**src/rtl/m31_inv.sv**
```systemverilog
// M31 field inverter: a^(P-2) mod P, P = 2^31-1, by left-to-right square-and-multiply
// over one 4-cycle pipelined modular multiplier. One operand in flight, fixed latency.

module m31_mul (
    input  logic        clk,
    input  logic        rst_n,
    input  logic [30:0] x_i,
    input  logic [30:0] y_i,
    output logic [30:0] p_o
);
    localparam logic [31:0] P32 = 32'h7FFF_FFFF;

    logic [30:0] x_q;
    logic [30:0] y_q;
    logic [61:0] prod_q;
    logic [31:0] sum_q;
    logic [30:0] res_q;

    // 2^31 == 1 mod P, so the high half folds onto the low half; the sum is below 2P.
    always_ff @(posedge clk) begin
        if (!rst_n) begin
            x_q    <= '0;
            y_q    <= '0;
            prod_q <= '0;
            sum_q  <= '0;
            res_q  <= '0;
        end else begin
            x_q    <= x_i;
            y_q    <= y_i;
            prod_q <= 62'(x_q) * 62'(y_q);
            sum_q  <= {1'b0, prod_q[30:0]} + {1'b0, prod_q[61:31]};
            res_q  <= (sum_q >= P32) ? 31'(sum_q - P32) : sum_q[30:0];
        end
    end

    assign p_o = res_q;
endmodule

module m31_inv #(
    parameter int LATENCY = 240
) (
    input  logic        clk,
    input  logic        rst,
    input  logic        in_valid,
    output logic        in_ready,
    input  logic [30:0] in_a,
    output logic        out_valid,
    input  logic        out_ready,
    output logic [30:0] out_inv,
    output logic        out_zero
);
    typedef logic [30:0] m31_t;
    typedef enum logic [1:0] {IDLE, RUN, DONE} state_t;
    typedef enum logic [1:0] {PH_SQR, PH_MUL, PH_CAP, PH_END} phase_t;

    localparam m31_t       EXP   = 31'h7FFF_FFFD;
    localparam m31_t       P     = 31'h7FFF_FFFF;
    localparam logic [7:0] LAST  = 8'(LATENCY - 1);

    state_t     state_q, state_d;
    phase_t     phase_q, phase_d;
    logic [7:0] cyc_q, cyc_d;
    logic [4:0] bit_q, bit_d;
    logic [1:0] wait_q, wait_d;
    logic       first_q, first_d;
    m31_t       a_q, a_d;
    m31_t       res_q, res_d;
    m31_t       out_inv_q, out_inv_d;
    logic       out_zero_q, out_zero_d;

    logic       mul_rst_n;
    m31_t       mul_x;
    m31_t       mul_y;
    m31_t       mul_p;

    // The first operation uses a directly; later ones take the product straight off the multiplier.
    assign mul_x     = first_q ? a_q : mul_p;
    assign mul_y     = (phase_q == PH_SQR) ? mul_x : a_q;
    assign mul_rst_n = ~rst;

    m31_mul u_mul (
        .clk   (clk),
        .rst_n (mul_rst_n),
        .x_i   (mul_x),
        .y_i   (mul_y),
        .p_o   (mul_p)
    );

    always_comb begin
        state_d    = state_q;
        phase_d    = phase_q;
        cyc_d      = cyc_q;
        bit_d      = bit_q;
        wait_d     = wait_q;
        first_d    = first_q;
        a_d        = a_q;
        res_d      = res_q;
        out_inv_d  = out_inv_q;
        out_zero_d = out_zero_q;

        case (state_q)
            IDLE: begin
                if (in_valid) begin
                    state_d = RUN;
                    a_d     = (in_a == P) ? '0 : in_a;
                    cyc_d   = '0;
                    bit_d   = 5'd29;
                    phase_d = PH_SQR;
                    wait_d  = '0;
                    first_d = 1'b1;
                end
            end
            RUN: begin
                cyc_d  = cyc_q + 8'd1;
                wait_d = wait_q + 2'd1;
                // An operation issues (or the final product is captured) every fourth cycle.
                if (wait_q == 2'd0) begin
                    case (phase_q)
                        PH_SQR: begin
                            first_d = 1'b0;
                            if (EXP[bit_q]) begin
                                phase_d = PH_MUL;
                            end else begin
                                bit_d = bit_q - 5'd1;
                            end
                        end
                        PH_MUL: begin
                            if (bit_q == 5'd0) begin
                                phase_d = PH_CAP;
                            end else begin
                                bit_d   = bit_q - 5'd1;
                                phase_d = PH_SQR;
                            end
                        end
                        PH_CAP: begin
                            res_d   = mul_p;
                            phase_d = PH_END;
                        end
                        default: ;
                    endcase
                end
                if (cyc_q == LAST) begin
                    state_d    = DONE;
                    out_inv_d  = res_q;
                    out_zero_d = (a_q == '0);
                end
            end
            DONE: begin
                if (out_ready) begin
                    state_d    = IDLE;
                    out_inv_d  = '0;
                    out_zero_d = 1'b0;
                end
            end
            default: state_d = IDLE;
        endcase
    end

    always_ff @(posedge clk) begin
        if (rst) begin
            state_q    <= IDLE;
            phase_q    <= PH_SQR;
            cyc_q      <= '0;
            bit_q      <= '0;
            wait_q     <= '0;
            first_q    <= 1'b0;
            a_q        <= '0;
            res_q      <= '0;
            out_inv_q  <= '0;
            out_zero_q <= 1'b0;
        end else begin
            state_q    <= state_d;
            phase_q    <= phase_d;
            cyc_q      <= cyc_d;
            bit_q      <= bit_d;
            wait_q     <= wait_d;
            first_q    <= first_d;
            a_q        <= a_d;
            res_q      <= res_d;
            out_inv_q  <= out_inv_d;
            out_zero_q <= out_zero_d;
        end
    end

    assign in_ready  = (state_q == IDLE);
    assign out_valid = (state_q == DONE);
    assign out_inv   = out_inv_q;
    assign out_zero  = out_zero_q;
endmodule

```
**config.mk**
```make
export PLATFORM = sky130hd
export DESIGN_NAME = m31_inv
export DESIGN_NICKNAME = d
export VERILOG_FILES = /design/src/rtl/m31_inv.sv
export SDC_FILE = /design/constraint.sdc
export NUM_CORES = 2
export LEC_CHECK = 0
export BUFFER_PORTS_ARGS = -buffer_cell sky130_fd_sc_hd__buf_2
export CAP_MARGIN = 5
export CORE_MARGIN = 1.5
export CORE_UTILIZATION = 50
export DETAILED_ROUTE_END_ITERATION = 16
export HOLD_SLACK_MARGIN = 0.15
export PLACE_DENSITY = 0.67
export SYNTH_ARGS = -nofsm -noshare
export SYNTH_HDL_FRONTEND = slang
export SYNTH_HIERARCHICAL = 1
export SYNTH_SLANG_ARGS = --single-unit
```
**constraint.sdc**
```tcl
create_clock -name clk -period 17.3 [get_ports clk]
set_clock_uncertainty 0.05 [all_clocks]
set_input_delay 3.46 -clock clk [delete_from_list [all_inputs] [get_ports clk]]
set_output_delay 3.46 -clock clk [all_outputs]
set_load 0.02 [all_outputs]
```
==> key figures <==
Outcome
  – Status: complete, no violations

Synth
  – Synth unique cells: 87
  – Predominant post-synthesis flop cell: dfxtp_1
  – Seq/Total Area, Yosys: 0.140
  – Async SR Flop Fraction: 0
  – Syn Nets: 5938
  – Synth Register Bits: between 300 and 400
  – EDFF count, synth: 0
  – Synth Cell Area: 0.0433 mm2
  – Mean area per synthesized cell: between 9 and 10 um2
  – Cells after Synth: 4770
  – Yosys Warn Count: 6

Floorplan
  – Die X: roughly 300 um
  – Num ports: a little under 70
  – FP Rows: 107
  – Die area: about 0.088 mm2
  – Initial Utilization: 0.507
  – Die height: between 200 and 300 um
  – Core area: roughly 0.085 mm2

Pwr
  – Static leakage: roughly 22 nW
  – VDD IR-drop max: 0.0000819 V
  – Clk network pwr share: 0.467
  – Switching share of power: 0.250
  – Switching Power: ~0.39 mW
  – Share of power burned in registers: 0.462
  – Design internal power: 1.16 mW
  – Pwr Density: 34.0 mW/mm2
  – Logic pwr share: 0.070

Drt
  – Wirelength, routed: between 100 and 150 mm
  – ANT nets after route: 0
  – Metal2 WL: 52.0 mm
  – Starting DRT DRC Count: 2013
  – Vias: 31300
  – Top layer in use: met5
  – Met1 wire length: approximately 47 mm
  – Vias per cell: about 5.4
  – Drt pass-1 iters: 6
  – DR WL/cell: approximately 19 um
  – Met3 wire len: approximately 7.6 mm
  – Drt drc: 0

Timing
  – Final WS setup: 9.03 ns
  – Final Hold Viols: 0
  – Slew Viols, Final: 0
  – Min cycle time layout: a little over 8 ns
  – F_max: between 100 and 150 MHz
  – Worst Max-Slew Pin Slew: between 1 and 1.5 ns
  – Hold slack: between 0.4 and 0.5 ns
  – Final setup violating endpoints: 0
  – Unrepaired setup endpoints after global routing: false
  – Slew headroom: 0.147
  – Period utilisation layout: 0.478
  – Setup TNS: 0 ns

Place
  – Dpl ws: 9.15 ns
  – RePlAce Congestion: approximately 0.92
  – DP HPWL: approximately 86 mm
  – DP Cell Count: about 5800
  – Port Buf Inserts: about 70

Critical path
  – Required time of the critical path: around 18 ns
  – Crit path kind: reg -> reg
  – Arrival time of the worst setup path: between 8 and 9 ns
  – Reg2reg end: u_mul/prod_q[61]
  – Startpoint Class: flip-flop
  – R2R Path Start: u_mul/x_q[7]
  – Worst R2R Setup Slack: roughly 9 ns
  – Worst path most repeated cell: fa_1
  – Max stage delay on crit path: 0.58 ns
  – Crit. End Element: flip-flop
  – Worst Path Max Fanout: 21
  – Worst-case reg-to-reg path depth: 25
  – Slowest CP cell: dfxtp_1

Finish
  – Fraction of layout cells with a size suffix above 1: 0.0633
  – Fin cells: 5838
  – Commonest non-fill, non-tap cell in the layout: fa_1
  – Commonest cells after routing, fill and taps aside: fa_1 (838), inv_1 (827), nand2_1 (613)
  – ANT cells: 0
  – Final #Nets: around 6000
  – Area Growth Syn to Fin: 5.26%
  – Core Util, Final: 0.533

Job
  – MaxCap Viol Count: 0

Clock network
  – Postcts setup bufs: 0
  – Longest Clk Path Bufs: 3
  – CTS tree: done
  – Hold_buf cts: 0
  – Num CTS Buffers: 31
  – Clk sinks: 302
  – Clk slew on worst S/H paths: about 0.070 ns
  – Skew-Pair Late Insertion Delay: roughly 0.6 ns
  – CTS root buf: clkbuf_16
  – Resized cells post-CTS: 0
  – CTS HTree Levels: 1

Worst hold path
  – Hold Path Class: reg -> reg
  – Hold Crit Depth: 2
  – Worst hold endpoint: u_mul/p_o[30]
  – Hold Startpoint: u_mul/sum_q[30]

Global routing
  – Initial antenna violation count: 2
  – GRT Total Usage: 0.255
  – Number of global-route vias before repair: between 30000 and 40000
  – First-pass GRT wire length: between 150 and 200 mm
  – Overflow after GRT: 0
  – Largest net degree at the start of global routing: between 90 and 100
## routing by layer
metal | GRT usage | vias to the layer above
met5 | 0 | -
met4 | 0.0596 | 2
met3 | 0.0440 | 165
met2 | 0.423 | 895
met1 | 0.348 | 16000
li1 | - | 14300
## through the flow
step | instance area, um2 | power (mW)
after global placement | 44500 | 0.839
after CTS | 45600 | 1.56
after floorplan | 43300 | 0.798
after global routing | 45600 | 1.60
after detailed placement | 44500 | 0.840
final | 45600 | 1.55
## state kept, by name, indices dropped and copies added, names as in the netlist, 31 cells and up, named ones only
name          flops
out_inv          31
u_mul/x_q        31
a_q              31
u_mul/p_o        31
u_mul/sum_q      32
u_mul/prod_q     62
u_mul/y_q        31
res_q            31
## worst max-delay path: cells and delay by family (launching register included)
kind	cells	cell delay [ns]
compound gates	5	1.07
fa+ha+maj	9	4.47
buf+inv	6	0.65
flops	1	0.58
mux	1	0.31
simple gates	4	1.01
## synthesized netlist by cell type (17+ instances only)
cell type	count	area, um2
nor3_1	26	130
nand2_1	613	2300
a21o_1	32	240
ha_1	295	3690
a211oi_1	17	128
inv_1	828	3110
xnor2_1	52	455
nor2_1	215	807
a21oi_1	152	761
o21ai_0	62	310
and2_1	609	3810
dfxtp_1	302	6050
mux2_2	63	709
xor2_1	49	429
clkbuf_1	228	856
nand3_1	42	210
a22oi_1	33	248
fa_1	838	16800
nand4_1	38	238
buf_2	17	85.1
a31oi_1	47	294
## cell families (layout without fill, tap and decap cells)
kind of cell	after synthesis	count (layout)	share of synthesized area
flops	302	302	0.140
buf+inv	1103	1027	0.0984
fa+ha+maj	1133	1133	0.473
mux	70	70	0.0181
xor+xnor	101	101	0.0204
simple gates	1639	1639	0.189
compound gates	422	422	0.0611
## area by class of cell
cell class / instances / area, um2
repair buffers: 139 / 876
well taps: 1144 / 1430
inverters: 830 / 3120
multi-input cells: 3365 / 33000
clock inverters: 20 / 258
fillers: 8001 / 39800
flip-flops and latches: 302 / 6050
clock buffers: 38 / 842
## how the worst max path moves through the flow
stage,slack (ns),depth (start not counted),from,endpoint
after detailed placement,9.15,25,u_mul/x_q[7],u_mul/prod_q[61]
final,9.03,25,u_mul/x_q[7],u_mul/prod_q[61]
after global routing,8.71,25,u_mul/x_q[7],u_mul/prod_q[61]
after floorplan,10.06,26,u_mul/x_q[29],u_mul/prod_q[61]
after global placement,9.23,25,u_mul/x_q[7],u_mul/prod_q[61]
after CTS,9.09,25,u_mul/x_q[7],u_mul/prod_q[61]
## power groups by stage
| stage | Clock (mW) | Combinational, mW | Sequential [mW] |
|---|---|---|---|
| detailed placement | 0 | 0.107 | 0.732 |
| floorplan | 0 | 0.0714 | 0.727 |
| CTS | 0.733 | 0.108 | 0.717 |
| finish | 0.725 | 0.109 | 0.717 |
| global placement | 0 | 0.107 | 0.732 |
| global route | 0.764 | 0.118 | 0.717 |
Power figures use the tool's default switching activity.
